## src/rtl/branch_resolve_unit.sv

```systemverilog
// Control-flow resolution: condition evaluation, target/link generation and
// alignment check, behind a valid/ready register pipeline with flush.
module branch_resolve_unit #(
   parameter int XLEN        = 32,
   parameter int ALUCODE_W   = 6,
   parameter int PIPE_STAGES = 1,
   parameter int IALIGN      = 32
) (
   input  logic                 clk,
   input  logic                 rst_n,
   input  logic                 in_valid,
   output logic                 in_ready,
   input  logic [ALUCODE_W-1:0] alucode,
   input  logic [XLEN-1:0]      pc,
   input  logic [XLEN-1:0]      rs1,
   input  logic [XLEN-1:0]      rs2,
   input  logic [XLEN-1:0]      imm,
   input  logic                 flush,
   output logic                 out_valid,
   input  logic                 out_ready,
   output logic                 out_is_cf,
   output logic                 out_taken,
   output logic [XLEN-1:0]      out_target,
   output logic [XLEN-1:0]      out_link,
   output logic                 out_misalign,
   output logic [XLEN-1:0]      taken_count
);

   localparam logic [ALUCODE_W-1:0] ALU_JAL  = ALUCODE_W'(20);
   localparam logic [ALUCODE_W-1:0] ALU_JALR = ALUCODE_W'(21);
   localparam logic [ALUCODE_W-1:0] ALU_BEQ  = ALUCODE_W'(22);
   localparam logic [ALUCODE_W-1:0] ALU_BNE  = ALUCODE_W'(23);
   localparam logic [ALUCODE_W-1:0] ALU_BLT  = ALUCODE_W'(24);
   localparam logic [ALUCODE_W-1:0] ALU_BGE  = ALUCODE_W'(25);
   localparam logic [ALUCODE_W-1:0] ALU_BLTU = ALUCODE_W'(26);
   localparam logic [ALUCODE_W-1:0] ALU_BGEU = ALUCODE_W'(27);

   // 16-bit alignment only needs target[0]; 32-bit needs target[1:0]
   localparam logic [1:0] ALIGN_MASK = (IALIGN == 16) ? 2'b01 : 2'b11;

   typedef struct packed {
      logic            is_cf;
      logic            taken;
      logic [XLEN-1:0] target;
      logic [XLEN-1:0] link;
      logic            misalign;
   } res_t;

   logic [XLEN-1:0] seq_pc;
   logic [XLEN-1:0] br_tgt;
   logic [XLEN-1:0] jalr_sum;
   logic            is_br;
   logic            cond;
   res_t            res;

   always_comb begin
      seq_pc     = pc + XLEN'(4);
      br_tgt     = pc + imm;
      jalr_sum   = rs1 + imm;
      is_br      = 1'b0;
      cond       = 1'b0;
      res        = '0;
      res.target = seq_pc;
      case (alucode)
         ALU_JAL: begin
            res.is_cf  = 1'b1;
            res.taken  = 1'b1;
            res.target = br_tgt;
            res.link   = seq_pc;
         end
         ALU_JALR: begin
            res.is_cf  = 1'b1;
            res.taken  = 1'b1;
            res.target = jalr_sum & ~XLEN'(1);
            res.link   = seq_pc;
         end
         ALU_BEQ:  begin is_br = 1'b1; cond = (rs1 == rs2); end
         ALU_BNE:  begin is_br = 1'b1; cond = (rs1 != rs2); end
         ALU_BLT:  begin is_br = 1'b1; cond = ($signed(rs1) <  $signed(rs2)); end
         ALU_BGE:  begin is_br = 1'b1; cond = ($signed(rs1) >= $signed(rs2)); end
         ALU_BLTU: begin is_br = 1'b1; cond = (rs1 <  rs2); end
         ALU_BGEU: begin is_br = 1'b1; cond = (rs1 >= rs2); end
         default: ;
      endcase
      if (is_br) begin
         res.is_cf = 1'b1;
         res.taken = cond;
         if (cond) res.target = br_tgt;
      end
      res.misalign = res.taken && (|(res.target[1:0] & ALIGN_MASK));
   end

   logic st_v  [PIPE_STAGES];
   res_t st_d  [PIPE_STAGES];
   logic src_v [PIPE_STAGES];
   res_t src_d [PIPE_STAGES];
   logic rdy   [PIPE_STAGES+1];

   always_comb begin
      src_v[0] = in_valid;
      src_d[0] = res;
      for (int unsigned k = 1; k < PIPE_STAGES; k++) begin
         src_v[k] = st_v[k-1];
         src_d[k] = st_d[k-1];
      end
   end

   // Ready ripples back from the consumer; an empty stage always accepts
   always_comb begin
      rdy[PIPE_STAGES] = out_ready;
      for (int unsigned j = 0; j < PIPE_STAGES; j++) begin
         rdy[PIPE_STAGES-1-j] = !st_v[PIPE_STAGES-1-j] || rdy[PIPE_STAGES-j];
      end
   end

   always_ff @(posedge clk or negedge rst_n) begin
      if (!rst_n) begin
         for (int unsigned k = 0; k < PIPE_STAGES; k++) begin
            st_v[k] <= 1'b0;
            st_d[k] <= '0;
         end
         taken_count <= '0;
      end else begin
         if (out_valid && out_ready && out_taken) taken_count <= taken_count + XLEN'(1);
         for (int unsigned k = 0; k < PIPE_STAGES; k++) begin
            if (flush) begin
               st_v[k] <= 1'b0;
            end else if (rdy[k]) begin
               st_v[k] <= src_v[k];
               if (src_v[k]) st_d[k] <= src_d[k];
            end
         end
      end
   end

   assign in_ready     = rdy[0];
   assign out_valid    = st_v[PIPE_STAGES-1];
   assign out_is_cf    = st_d[PIPE_STAGES-1].is_cf;
   assign out_taken    = st_d[PIPE_STAGES-1].taken;
   assign out_target   = st_d[PIPE_STAGES-1].target;
   assign out_link     = st_d[PIPE_STAGES-1].link;
   assign out_misalign = st_d[PIPE_STAGES-1].misalign;

endmodule
```

## config.mk

```make
export PLATFORM = sky130hd
export DESIGN_NAME = branch_resolve_unit
export DESIGN_NICKNAME = d
export VERILOG_FILES = /design/src/rtl/branch_resolve_unit.sv
export SDC_FILE = /design/constraint.sdc
export NUM_CORES = 1
export LEC_CHECK = 0
export CORE_ASPECT_RATIO = 0.5
export CORE_MARGIN = 8
export CORE_UTILIZATION = 35
export DETAILED_ROUTE_END_ITERATION = 6
export MAX_ROUTING_LAYER = met4
export RECOVER_POWER = 25
export SETUP_SLACK_MARGIN = 0.5
export SLEW_MARGIN = 20
export SYNTH_ARGS = -nofsm -noshare
export SYNTH_HDL_FRONTEND = slang
export SYNTH_SLANG_ARGS = --single-unit
```

## constraint.sdc

```tcl
create_clock -name clk -period 5 [get_ports clk]
set_input_delay 1 -clock clk [delete_from_list [all_inputs] [get_ports clk]]
set_output_delay 1 -clock clk [all_outputs]
set_load 0.02 [all_outputs]
```

==> metrics.txt <==
# TYPE chip_impl_metric gauge
chip_impl_metric{name="place_hpwl",unit="mm"} 28.7
chip_impl_metric{name="yosysWarningCount",unit=""} 0
chip_impl_metric{name="vdd_ir_drop_max",unit="uV"} 151
chip_impl_info{name="crit_path_start_kind",value="input pin"} 1
chip_impl_metric{name="detailedRoute.firstPassIterationCount",unit=""} 5
chip_impl_metric{name="timing.critical_path.required",unit="ps"} 5240
chip_impl_metric{name="report.power.total",unit="uW"} 2770
chip_impl_metric{name="tritoncts_num_sinks",unit=""} 100
chip_impl_metric{name="layout.area.seq",unit="sq um"} 2500
chip_impl_metric{name="timing.max_slew.rel_slack",unit="%"} -25.3
chip_impl_info{name="critPathCapture",value="out_misalign"} 1
chip_impl_metric{name="postRouteAntennaNets",unit=""} 0
chip_impl_metric{name="worst-path-max-fanout",unit=""} 30
chip_impl_metric{name="floorplan.die.height",unit="um"} 129
chip_impl_metric{name="timing.final.ws_setup",unit="ps"} 659
chip_impl_metric{name="synth.cell_area",unit="sq um"} 8950
chip_impl_info{name="synth_top_area_cell",value="dfrtp_1"} 1
chip_impl_metric{name="wl_per_cell",unit="um"} 20.6
chip_impl_metric{name="clock_tree.htree_level_count",unit=""} 3
chip_impl_metric{name="timing.clock.skew",unit="ps"} 5.88
chip_impl_metric{name="yosysTopAreaCellShare",unit="%"} 28.0
chip_impl_metric{name="finalInstanceArea",unit="sq um"} 12300
chip_impl_info{name="cp_cell_sequence",value="clkdlybuf4s50_1, inv_1, ha_1, nand4_1, nor3_1, and3_4, mux2_2, a221oi_1, a211oi_1, a21oi_2, o21ai_2, buf_4, a221o_1, a22o_1"} 1
chip_impl_info{name="most-common-layout-cells",value="clkdlybuf4s50_1, nand2_1, nor2_1"} 1
chip_impl_metric{name="wirelength",unit="mm"} 34.8
chip_impl_info{name="critical_path.reg2reg.startpoint",value="out_taken"} 1
chip_impl_metric{name="coreArea",unit="sq um"} 25100
chip_impl_metric{name="number_of_drc_violations_after_detailed_routing",unit=""} 0
chip_impl_metric{name="final.setup.tns",unit="ps"} 0
chip_impl_metric{name="finalCritPeriodShare",unit="%"} 86.8
chip_impl_metric{name="r2r_setup_slack",unit="ps"} 2590
chip_impl_metric{name="die_width",unit="um"} 242
chip_impl_metric{name="worstPathBufferInverterCount",unit=""} 3
chip_impl_metric{name="hold_viol",unit=""} 0
chip_impl_info{name="violations_in_the_final_reports",value="max-capacitance violations, max-slew violations"} 1
chip_impl_metric{name="asyncSetResetFlopFracSynth",unit="%"} 100
chip_impl_metric{name="grt_first_pass_wirelength",unit="mm"} 53.0
chip_impl_info{name="startpoint_of_the_most_critical_setup_path",value="rs2[15]"} 1
chip_impl_info{name="holdCritPathClass",value="flop to flop"} 1
chip_impl_metric{name="dpl_worst_slack",unit="ps"} 144
chip_impl_metric{name="dr.first_iter.drc_count",unit=""} 682
chip_impl_metric{name="fillcell_total",unit=""} 2465
chip_impl_metric{name="setup_viol",unit=""} 0
chip_impl_info{name="main_synth_ff_type",value="dfrtp_1"} 1
chip_impl_metric{name="gp_congestion",unit=""} 0.959
chip_impl_metric{name="cp.arrival",unit="ps"} 4580
chip_impl_info{name="tritoncts_clock_tree",value="built"} 1
chip_impl_metric{name="vias",unit=""} 9310
chip_impl_metric{name="synthCells",unit=""} 1088
chip_impl_metric{name="worst_r2r_path_depth",unit=""} 9
chip_impl_info{name="rsz0062_at_grt",value="true"} 1
chip_impl_metric{name="timing_worst_slew_pin_value",unit="ps"} 1880
chip_impl_metric{name="synth.net_count",unit=""} 1324
chip_impl_metric{name="placement_rows",unit=""} 41
chip_impl_info{name="r2r-end",value="taken_count[31]"} 1
chip_impl_metric{name="routed_via_density",unit=""} 5.52
chip_impl_info{name="setup.worst_path.end_class",value="flop"} 1
chip_impl_metric{name="slew_violations",unit=""} 103
chip_impl_metric{name="synthDistinctLibCells",unit=""} 68
chip_impl_metric{name="insertion_delay",unit="ps"} 350
chip_impl_metric{name="synth.yosys.seq_area_share",unit="%"} 28.0
chip_impl_metric{name="min_path_cells",unit=""} 1
chip_impl_metric{name="largest_net_degree_at_the_start_of_global_routing",unit=""} 72
chip_impl_metric{name="path_clk_slew",unit="ps"} 70
chip_impl_info{name="critical_path_class",value="input pin to flop"} 1
chip_impl_metric{name="multi_input_comb_area",unit="sq um"} 6190
chip_impl_info{name="critical_path.top_delay_family",value="compound AO/OA/AOI/OAI gates"} 1
chip_impl_metric{name="synth_edf_count",unit=""} 0
chip_impl_metric{name="final.min_clock_period",unit="ps"} 4340
chip_impl_metric{name="ioPinCount",unit=""} 240
chip_impl_metric{name="via_count_of_the_first_global_routing_pass",unit=""} 9148
chip_impl_metric{name="initial_core_util",unit="%"} 35.6
chip_impl_metric{name="overflow",unit=""} 0
chip_impl_info{name="synth_area_leaders",value="dfrtp_1, ha_1, xnor2_1"} 1
chip_impl_metric{name="postSynthRegisterBits",unit=""} 100
chip_impl_metric{name="drv_cap",unit=""} 2
chip_impl_metric{name="cts_buffer_depth",unit=""} 2
chip_impl_metric{name="count_of_buffers_inserted_at_the_top_level_ports",unit=""} 239
chip_impl_metric{name="power.density",unit="nW/um^2"} 225
chip_impl_metric{name="dpl_cell_area",unit="sq um"} 11900
chip_impl_info{name="run_status",value="finished with violations"} 1
chip_impl_metric{name="critical_path.max_stage_delay",unit="ps"} 460
chip_impl_info{name="clockRootBuffer",value="clkbuf_16"} 1
chip_impl_metric{name="grtUsageTotal",unit="%"} 22.1
chip_impl_metric{name="worstSetupPathDepth",unit=""} 14
chip_impl_info{name="slowest_stage",value="nor3_1"} 1
chip_impl_metric{name="leakagePower",unit="uW"} 0.00526
chip_impl_metric{name="timing.fmax",unit="MHz"} 230
chip_impl_metric{name="post-cts-setup-buffer-count",unit=""} 0
chip_impl_metric{name="grt_antenna_before_repair",unit=""} 2
chip_impl_metric{name="drive_above_1_share",unit="%"} 5.81
chip_impl_info{name="most_common_cell_after_layout_fill_and_taps_aside",value="clkdlybuf4s50_1"} 1
chip_impl_metric{name="cts_buffers",unit=""} 9
chip_impl_metric{name="cts.hold.buffers_added",unit=""} 0
chip_impl_metric{name="fp.dieArea",unit="sq um"} 31200
chip_impl_metric{name="area_growth",unit="%"} 37.4
chip_impl_metric{name="post_synth.cell_area_avg",unit="sq um"} 8.22
chip_impl_metric{name="layout.nets",unit=""} 1573
cell usage after synthesis, types with 4 or more instances:
cell type / instances
and4_1: 6
nor4_1: 5
clkbuf_1: 29
a221o_1: 4
xnor2_1: 73
a22oi_1: 4
ha_1: 95
o221ai_1: 5
o31ai_1: 11
o21bai_1: 7
or2_2: 4
o22ai_1: 18
and2_1: 12
and3_1: 20
a221oi_1: 23
nand4_1: 27
a21oi_1: 68
a211oi_1: 9
a31oi_1: 9
nand3_1: 35
o21a_1: 9
inv_1: 56
nand2b_1: 11
mux2_2: 4
xor2_1: 44
nor2_1: 108
a21o_1: 19
a22o_1: 4
nand2_1: 117
o21ai_0: 60
nor3_1: 18
dfrtp_1: 100
o211ai_1: 7
or3_1: 5
nor2b_1: 8
layer usage:
metal / up-vias / share of wire (%) / global-route usage [%]
li1: 4469 / - / -
met1: 4454 / 44 / 28.2
met2: 326 / 47 / 35.3
met3: 61 / 6.1 / 3.64
met4: 0 / 3.5 / 8.12
met5: - / 0 / -
stage by stage:
stage                     cells  hold WS, ps  util [%]
after floorplan            1088          582         -
final                      1688          473      48.9
after global routing       1688          498      48.9
after global placement     1670          461      47.3
after detailed placement   1670          467      47.3
after CTS                  1686          480      48.6
cell type report:
cell class | instances | share of cell area, %
Antenna cell | 2 | 0.0407
Clock buffer | 11 | 1.89
Clock inverter | 5 | 0.672
Inverter | 56 | 1.71
Multi-Input combinational cell | 898 | 50.4
Sequential cell | 100 | 20.4
Tap cell | 344 | 3.50
Timing Repair Buffer | 272 | 21.4
flip-flops by register name, indices dropped and copies added (netlist names):
name / flops
out_taken: 1
out_valid: 1
out_misalign: 1
out_is_cf: 1
taken_count: 32
out_link: 32
out_target: 32
logic make-up after synthesis:
group,Yosys count,share of synthesized area (%)
muxes,6,0.727
and+or+nand+nor,381,19.9
adders and majority gates,97,13.7
DFF,100,28.0
buffers and inverters,90,3.85
xor gates and xnor gates,117,11.5
AOI/OAI and AO/OA,297,22.4
what timing repair did:
item / CTS / global route
gates resized for setup: 0 / 13
hold endpoints to repair: 0 / 0
endpoints found under the setup margin: 0 / 29
report_power, final:
part	leakage [uW]	internal (uW)	total, uW	switching, uW
combinational	0.00380	498	1100	602
sequential	0.00130	868	911	43.1
clock	0.000155	442	760	318
total	0.00526	1810	2770	962
worst min-delay path by stage:
| stage | slack (ps) | from | endpoint |
|---|---|---|---|
| CTS | 480 | taken_count[31] | taken_count[31] |
| floorplan | 580 | taken_count[31] | taken_count[31] |
| detailed placement | 470 | taken_count[31] | taken_count[31] |
| finish | 470 | taken_count[31] | taken_count[31] |
| global placement | 460 | out_target[0] | out_target[0] |
| global route | 500 | taken_count[31] | taken_count[31] |
Power figures use the tool's default switching activity.
